--- config.mk ---
export PLATFORM = sky130hd
export DESIGN_NAME = tt_gpio_irq_ctrl
export DESIGN_NICKNAME = d
export VERILOG_FILES = /design/src/rtl/tt_gpio_irq_ctrl.sv
export SDC_FILE = /design/constraint.sdc
export NUM_CORES = 1
export LEC_CHECK = 0
export ABC_AREA = 1
export CAP_MARGIN = 5
export CORE_MARGIN = 2
export CORE_UTILIZATION = 61
export CTS_BUF_LIST = sky130_fd_sc_hd__clkbuf_8
export DETAILED_ROUTE_END_ITERATION = 6
export PLACE_DENSITY = 0.87
export REMOVE_ABC_BUFFERS = 1
export SYNTH_ARGS = -nofsm -noshare
export SYNTH_HDL_FRONTEND = slang
export SYNTH_SLANG_ARGS = --single-unit
export TNS_END_PERCENT = 30
--- constraint.sdc ---
create_clock -name clk -period 1.4 [get_ports clk]
set_input_delay 0.28 -clock clk [delete_from_list [all_inputs] [get_ports clk]]
set_output_delay 0.28 -clock clk [all_outputs]
set_load 0.03 [all_outputs]
--- src/rtl/tt_gpio_irq_ctrl.sv ---
// GPIO block: output/enable registers, synchronized pad inputs and per-channel
// edge/level interrupt capture with write-1-to-clear pending bits.

module tt_gpio_irq_lane #(
    parameter int SYNC_STAGES = 2
) (
    input  logic clk,
    input  logic rst_n,
    input  logic pin,
    input  logic en,
    input  logic lvl,
    input  logic pol,
    input  logic clr,
    output logic s,
    output logic pend
);
    logic [SYNC_STAGES-1:0] sync;
    logic                   d;
    logic                   evt;

    assign s = sync[SYNC_STAGES-1];

    always_comb begin
        evt = 1'b0;
        if (lvl) evt = s ^ pol;
        else     evt = pol ? (~s & d) : (s & ~d);
    end

    always_ff @(posedge clk or negedge rst_n) begin
        if (!rst_n) begin
            sync <= '0;
            d    <= 1'b0;
            pend <= 1'b0;
        end else begin
            sync <= {sync[SYNC_STAGES-2:0], pin};
            d    <= s;
            // set has priority over a same-cycle clear
            pend <= (pend & ~clr) | (evt & en);
        end
    end
endmodule

module tt_gpio_irq_ctrl #(
    parameter int NCH         = 8,
    parameter int SYNC_STAGES = 2
) (
    input  logic           clk,
    input  logic           rst_n,
    input  logic           we,
    input  logic           re,
    input  logic [2:0]     addr,
    input  logic [NCH-1:0] wdata,
    output logic [NCH-1:0] rdata,
    output logic           rvalid,
    input  logic [NCH-1:0] pin_in,
    output logic [NCH-1:0] pin_out,
    output logic [NCH-1:0] pin_oe,
    output logic           irq
);
    localparam logic [2:0] A_OUT  = 3'd0;
    localparam logic [2:0] A_OE   = 3'd1;
    localparam logic [2:0] A_IN   = 3'd2;
    localparam logic [2:0] A_EN   = 3'd3;
    localparam logic [2:0] A_LVL  = 3'd4;
    localparam logic [2:0] A_POL  = 3'd5;
    localparam logic [2:0] A_PEND = 3'd6;
    localparam logic [2:0] A_TOG  = 3'd7;

    logic [NCH-1:0] out_q, oe_q, en_q, lvl_q, pol_q;
    logic [NCH-1:0] sync_s, pend, clr, rd_mux;

    assign clr = (we && addr == A_PEND) ? wdata : '0;

    for (genvar i = 0; i < NCH; i++) begin : g_lane
        tt_gpio_irq_lane #(.SYNC_STAGES(SYNC_STAGES)) u_lane (
            .clk  (clk),
            .rst_n(rst_n),
            .pin  (pin_in[i]),
            .en   (en_q[i]),
            .lvl  (lvl_q[i]),
            .pol  (pol_q[i]),
            .clr  (clr[i]),
            .s    (sync_s[i]),
            .pend (pend[i])
        );
    end

    always_comb begin
        rd_mux = '0;
        case (addr)
            A_OUT:   rd_mux = out_q;
            A_OE:    rd_mux = oe_q;
            A_IN:    rd_mux = sync_s;
            A_EN:    rd_mux = en_q;
            A_LVL:   rd_mux = lvl_q;
            A_POL:   rd_mux = pol_q;
            A_PEND:  rd_mux = pend;
            default: rd_mux = '0;
        endcase
    end

    always_ff @(posedge clk or negedge rst_n) begin
        if (!rst_n) begin
            out_q  <= '0;
            oe_q   <= '0;
            en_q   <= '0;
            lvl_q  <= '0;
            pol_q  <= '0;
            rdata  <= '0;
            rvalid <= 1'b0;
        end else begin
            if (we) begin
                case (addr)
                    A_OUT:   out_q <= wdata;
                    A_OE:    oe_q  <= wdata;
                    A_EN:    en_q  <= wdata;
                    A_LVL:   lvl_q <= wdata;
                    A_POL:   pol_q <= wdata;
                    A_TOG:   out_q <= out_q ^ wdata;
                    default: ;
                endcase
            end
            // the mux sees pre-write state, so a same-cycle read returns the old value
            rvalid <= re;
            if (re) rdata <= rd_mux;
        end
    end

    assign pin_out = out_q;
    assign pin_oe  = oe_q;
    assign irq     = |(pend & en_q);
endmodule

== Word level (Yosys, flattened, before mapping) ==
Index checks and enable logic that the tools add are counted.

* Output and inout bits: 26
* Bits in registers: 81
* Input port bits: 23

* Bitwise gates (word level): 74
* Eq/ne operators: 7
* Reductions and logical operators: 9
* Multiplexer cells: 19

{| class="wikitable"
|+ Operators by type and width
! cell !! number
|-
| 8-bit case mux with 7 select lines || 1
|-
| 1-bit AND || 32
|-
| 1-bit NOT || 24
|-
| 1-bit two-way mux || 16
|-
| 8-bit case mux with 2 select lines || 1
|-
| 3-bit == test (second input constant) || 4
|-
| 2-bit AND reduction || 5
|-
| 8-bit AND || 1
|-
| 8-bit two-way mux || 1
|-
| 1-bit bitwise OR || 8
|-
| 8-bit OR reduction || 1
|-
| 1-bit bitwise XOR || 8
|-
| 8-bit bitwise XOR || 1
|-
| 3-bit by 2-bit == test with 1-bit output (second input constant) || 2
|-
| 3-bit by 1-bit == test with 1-bit output (second input constant) || 1
|-
| 3-bit logical NOT || 1
|-
| 2-bit nonzero test || 1
|-
| 1-bit logical AND || 1
|}

== Longest topological paths before layout ==
Gate-level depths: netlist of run 1.

* Word-level depth: 6
* Depth in mapped cells: 9
* Depth with buffers taken out: 8

== Hierarchy ==
Synthesis of run 1 repeated with hierarchy kept, for this count alone.

* Cell total of the unflattened synthesis: 519
* Area total of the unflattened synthesis: 3952.5 µm²

{| class="wikitable"
|+ Modules (own cells, without submodules)
! module !! area an instance (µm²) !! cells an instance !! instances !! sequential area each (µm²)
|-
| tt_gpio_irq_ctrl || 2701.3 || 367 || 1 || 1226.2
|-
| tt_gpio_irq_lane || 156.4 || 19 || 8 || 100.1
|}

== Worst setup path after synthesis of run 1 ==
Ideal clock, no wire load.

* Kind: input port to flip-flop
* Start: input port addr[2]
* End: register g_lane[0].u_lane.pend
* Stages on the path: 5
* Buffers on the path: 2
* Setup time: 129 ps
* Path slack: 108 ps
* Data arrival time: 1163 ps
* Cell sequence: buf_2 buf_1 nand3_2 o21ai_0 o21ai_0

* Longest elaborated chain between the ends: 6

{| class="wikitable"
|+ RTL lines
! element !! line !! RTL
|-
| start, declared || 51 || <nowiki>input logic [2:0] addr,</nowiki>
|-
| 3-bit == test || 72 || <nowiki>assign clr = (we && addr == A_PEND) ? wdata : '0;</nowiki>
|-
| 1-bit logical AND || 72 ||
|-
| 8-bit two-way mux || 72 ||
|-
| 1-bit NOT || 38 || <nowiki>pend <= (pend & ~clr) | (evt & en);</nowiki>
|-
| 1-bit AND || 38 ||
|-
| 1-bit bitwise OR || 38 ||
|-
| end signal, assigned || 38 ||
|-
| end, declared || 15 || <nowiki>output logic pend</nowiki>
|}

No other way between the ends.
A chain may end at the register's enable or synchronous reset.

== Worst setup path in the final report of run 1 ==
* Start: register en_q[6]
* End: output port irq

* Longest elaborated chain between the ends: 2

{| class="wikitable"
|+ RTL lines
! element !! line !! RTL
|-
| start, declared || 69 || <nowiki>logic [NCH-1:0] out_q, oe_q, en_q, lvl_q, pol_q;</nowiki>
|-
| start signal, assigned || 116 || <nowiki>A_EN: en_q <= wdata;</nowiki>
|-
| 8-bit AND || 131 || <nowiki>assign irq = |(pend & en_q);</nowiki>
|-
| 8-bit OR reduction || 131 ||
|-
| end, declared || 58 || <nowiki>output logic irq</nowiki>
|}

No other way between the ends.

==> results of run 1 <==
-- cell usage in the layout, fill, tap and decap left out, types with 5 or more instances in the layout --
master and instances:
o21ai_1 19, nor2_1 48, nand2_1 121, clkdlybuf4s50_1 18, inv_1 38, buf_12 6, nand3_2 5, nand4_1 18
clkbuf_2 9, a21oi_1 5, nor2_4 5, buf_6 5, clkdlybuf4s15_2 5, dfrtp_1 81, buf_4 55, o21ai_0 55
clkbuf_8 12, nand3_1 23
-- where the power goes --
part           internal, mW  switching (mW)
Combinational         0.734            1.08
Clock                 0.956           0.862
Sequential             2.70           0.302
Total                  4.39            2.24
-- path summary, 6_finish.rpt --
path	start	slack (ns)	to
max	en_q[6]	-0.28	irq
min	rst_n	0.33	g_lane[2].u_lane.d
max reg2reg	pin_out[4]	0.22	pin_out[4]
min reg2reg	g_lane[0].u_lane.sync[0]	0.35	g_lane[0].u_lane.sync[1]
max in group asynchronous	rst_n	0.47	g_lane[0].u_lane.pend
min in group clk	pin_in[1]	0.34	g_lane[1].u_lane.sync[0]
-- flip-flops by register name (all words and copies together) (netlist names) --
register            cells
g_lane.u_lane.sync     16
en_q                    8
g_lane.u_lane.d         8
g_lane.u_lane.pend      8
lvl_q                   8
pin_oe                  8
pin_out                 8
pol_q                   8
rdata                   8
rvalid                  1
-- synth_stat cells --
cell / number
o211ai_1: 4
nand2_1: 121
nor2_8: 1
buf_1: 1
buf_2: 9
nand2_2: 1
nand3_2: 4
nand2_4: 1
o21ai_1: 18
buf_4: 1
nor2_1: 48
nand4_1: 18
clkbuf_1: 3
inv_2: 2
a21oi_2: 1
nor2_4: 5
buf_6: 1
inv_1: 36
dfrtp_1: 81
a22o_1: 2
o21ai_0: 57
a21boi_0: 3
nand3_1: 24
a21oi_1: 6
o31ai_1: 1
-- metal layers --
layer | wire [µm] | vias to the layer above
li1 | - | 1688
met1 | 4100 | 1767
met2 | 5350 | 278
met3 | 1250 | 65
met4 | 555 | 0
met5 | 0 | -
-- final cells by class --
class	count	area share, %
clock inverter	4	0.862
inverter	38	2.89
sequential	81	41.1
tap	75	1.90
multi-input combinational	315	30.5
clock buffer	12	3.35
timing repair buffer	107	19.4
-- critical path, stage by stage, from the launching register on --
cell and delay (ns):
dfrtp_1 0.39, a22o_1 0.25, a21oi_2 0.12, nand3_2 0.11, buf_6 0.15
-- stage by stage --
step                      instance area, µm²  util, %
after CTS                               4890     82.5
after global routing                    4940     83.4
final                                   4940     83.4
after floorplan                         3660        -
after detailed placement                4660     78.7
after global placement                  4660     78.7
-- kinds of logic after synthesis --
family / synth area share, %
AOI/OAI and AO/OA: 13.1
DFF: 54.2
buffers and inverters: 5.92
and+or+nand+nor: 26.8
-- repair_timing --
action,in CTS,in global routing
cloned,0,0
resized for setup,51,23
hold endpoints to repair,19,0
buffers inserted,0,6
pin swaps,0,3
hold buffers,1,0
endpoints found under the setup margin,45,46
==> impl_metrics.toml, run 1 <==
[run_status]
outcome = "finished, violations left"
violations = "setup timing"

[route]
viasPerCell = 6.01
dr.pass1.iters = 6
wl_um = 11300
drc_errors = 0
drt-wirelength-per-cell_um = 17.8
ant_nets = 0
drt_iter0_markers = 574
vias = 3798

[setup_path]
cp_max_fo = 2
crit_arrival_ns = 1.40
startpoint_type = "flop"
critPathKind = "flop to output port"
worstSetupEndpointType = "output port"
worstPathRequired_ns = 1.12
reg2regPathDepth = 6

[global_route]
gr-max-usage-layer = "met2"
grt_overflow = 0
grt_start_max_net_pins = 42
use_met3_pct = 6.63
grt_pass1_vias = 3536
grt_pass1_wl_um = 17000
antenna_found_initial = 0
grt_use_total_pct = 34.5
use_met2_pct = 53.6
use_met1_pct = 44.7

[floorplanning]
die_width_um = 82.3
fp.dieArea_um2 = 6780
core_area_um2 = 5920
die_y_um = 82.3
core.rowCount = 28
io_pins = 49
start_util_pct = 63.2

[synth]
yosysTopAreaCell = "dfrtp_1"
yosys-top-cells-area = "dfrtp_1 (54%), nand2_1 (12%), o21ai_0 (7.6%), nor2_1 (4.8%), inv_1 (3.6%)"
ys_ff_latch = 81
synth_seq_area_share_pct = 54.2
syn_area_um2 = 3740
synth_cell_types = 25
syn_area_per_cell_um2 = 8.33
netlist_instances = 449
yosys.area.top_type_share_pct = 54.2
ys_warn_count = 0

[sta]
finClkSkew_ns = 0.0118
worst_slew_pin_slew_ns = 0.399
hold_ws_ns = 0.326
slew-limit-headroom_pct = 73.3
fin_crit_ns = 1.68
setup_ws_ns = -0.277
rsz0062_at_grt = "true"
max_freq_mhz = 596
slew_viol_final = 0
finalCritPeriodShare_pct = 120
hold_viol_final = 0
final-setup-viol-count = 3
setup_tns_ns = -0.305

[cells_and_area]
nNetsFinal = 575
nFillCells = 336
drive_above_1_share_pct = 20.3
antenna_cells = 0
multi_input_comb_area_um2 = 1510
area_growth_pct = 31.9
regArea_um2 = 2030
stdcell_count = 632

[clock_network]
cts-buffers-inserted = 9
clk-insertion-delay-late_ns = 0.37
cts.sinks = 81
clockBufferDepth = 2
htreeDepth = 3
clk_pin_slew_worst_paths_ns = 0.09
cts_root_buffer = "clkbuf_8"
cts_tree = "built"

[power]
fin_total_pwr_mw = 6.63
power.leakage_nw = 2.47
power_density_nw_per_um2 = 1340
ir_worst_vdd_v = 0.000986

[placed_design]
post-place-ws_ns = -0.502
dp_hpwl_um = 7250
port_buffers = 48
placed_cells = 609
place_congestion = 0.929

[flow_run]
drv_cap = 0

[worst_hold_path]
hp-class = "input port to asynchronous set/reset pin"
No activity file was read; power rests on OpenSTA's default activity.
==> run 2, diff against run 1 <==
Settings changed: CORE_UTILIZATION 61 to 40, PLACE_DENSITY 0.87 to default.
==> run 2 against run 1 <==
Sequential share of layout area down 0.10 points; combinational power shrank 6%; sequential power about the same; critical path type unchanged; largest cell class unchanged; the run still ends with setup timing left; critical endpoint unchanged.
==> impl_metrics.toml, run 2 (synthesis gave the netlist of run 1 again) <==
[floorplanning]
fp.dieArea_um2 = 10100
core.rowCount = 35
die_y_um = 101
core_area_um2 = 9150
start_util_pct = 40.9
die_width_um = 101
io_pins = 49

[sta]
finalCritPeriodShare_pct = 118
fin_crit_ns = 1.66
setup_ws_ns = -0.256
final-setup-viol-count = 1
hold_viol_final = 0
worst_slew_pin_slew_ns = 0.405
rsz0062_at_grt = "true"
slew-limit-headroom_pct = 73.0
hold_ws_ns = 0.353
setup_tns_ns = -0.256
finClkSkew_ns = 0.00647
max_freq_mhz = 604
slew_viol_final = 0

[cells_and_area]
finish.utilization_pct = 54.1
largest_reg_flops = 16
final_common_cell = "nand2_1"
area_growth_pct = 32.3
nNetsFinal = 573
regMostFlops = "g_lane.u_lane.sync"
nFillCells = 866
stdcell_count = 665
drive_above_1_share_pct = 20.4
layout_common_cells = "nand2_1 (120), dfrtp_1 (81), buf_4 (60), o21ai_0 (57), nor2_1 (48)"
antenna_cells = 0

[setup_path]
startpoint_type = "flop"
worstPathRequired_ns = 1.12
cp_max_fo = 2
crit_arrival_ns = 1.38
critPathKind = "flop to output port"
worstSetupEndpointType = "output port"

[placed_design]
port_buffers = 48
placed_cells = 649
place_congestion = 0.844
dp_hpwl_um = 7310

[route]
ant_nets = 0
wl_um = 10300
viasPerCell = 5.23
drc_errors = 0
dr.pass1.iters = 4
drt_iter0_markers = 141
drt-wirelength-per-cell_um = 15.4
vias = 3475

[global_route]
antenna_found_initial = 0
grt_start_max_net_pins = 36
grt_pass1_vias = 3315
grt_use_total_pct = 21.6
grt_pass1_wl_um = 16600
grt_overflow = 0

[clock_network]
clk-insertion-delay-late_ns = 0.35
clockBufferDepth = 2
cts_root_buffer = "clkbuf_8"
cts.sinks = 81
cts_tree = "built"
clk_pin_slew_worst_paths_ns = 0.09
htreeDepth = 3
cts_setup_buffers = 0
cts-buffers-inserted = 9

[run_status]
violations = "setup timing"
outcome = "finished, violations left"

[power]
power_density_nw_per_um2 = 1320
ir_worst_vdd_v = 0.000476
power.leakage_nw = 2.42
fin_total_pwr_mw = 6.52

[flow_run]
drv_cap = 0

[worst_hold_path]
hp-class = "input port to flop"
run 2: worst paths after layout:
check,start,end,slack (ns),cells after the start
max in group asynchronous,rst_n,g_lane[3].u_lane.pend,0.48,3
worst min register to register,g_lane[7].u_lane.sync[0],g_lane[7].u_lane.sync[1],0.36,0
worst max-delay path,en_q[7],irq,-0.26,4
min in group asynchronous,rst_n,g_lane[4].u_lane.sync[0],0.39,2
worst max register to register,pin_out[2],pin_out[2],0.36,6
worst min-delay path,pin_in[7],g_lane[7].u_lane.sync[0],0.35,1
run 2: report_power, final:
part	internal (mW)	leakage, nW	switching (mW)
combinational	0.729	1.34	0.984
sequential	2.70	0.974	0.309
clock	0.920	0.108	0.874
run 2: through the flow:
stage               area (µm²)  worst slack, ns
global placement          4730           -0.455
finish                    4950           -0.256
floorplan                 3660           0.0346
CTS                       4960           -0.265
global route              4950           -0.311
detailed placement        4730           -0.469
run 2: repair_timing:
item,in CTS,in global routing
gates cloned,0,0
pin swaps,3,0
resized for setup,52,10
hold buffers,1,0
hold endpoints to repair,26,0
setup endpoints to repair,45,8
run 2: critical path, cell delays in order (launching register included):
cell and delay (ns):
dfrtp_1 0.41, a22o_1 0.23, a21oi_2 0.15, nand3_2 0.09
buf_6 0.15
run 2: area by class of cell:
cell class                 instances  area (µm²)  share of cell area [%]
sequential                        81        2030                    41.0
multi-input combinational        315        1510                    30.5
timing repair buffer             105         930                    18.8
clock buffer                      11         151                    3.06
inverter                          38         143                    2.88
tap                              111         139                    2.81
clock inverter                     4        51.3                    1.04
run 2: per-layer routing:
layer  GRT usage [%]  part of all wire (%)  up-vias
li1                -                     -     1677
met3            4.30                   5.0       12
met4            5.58                  0.93        0
met2            35.5                    49      102
met5               0                     0        -
met1            29.3                    45     1684
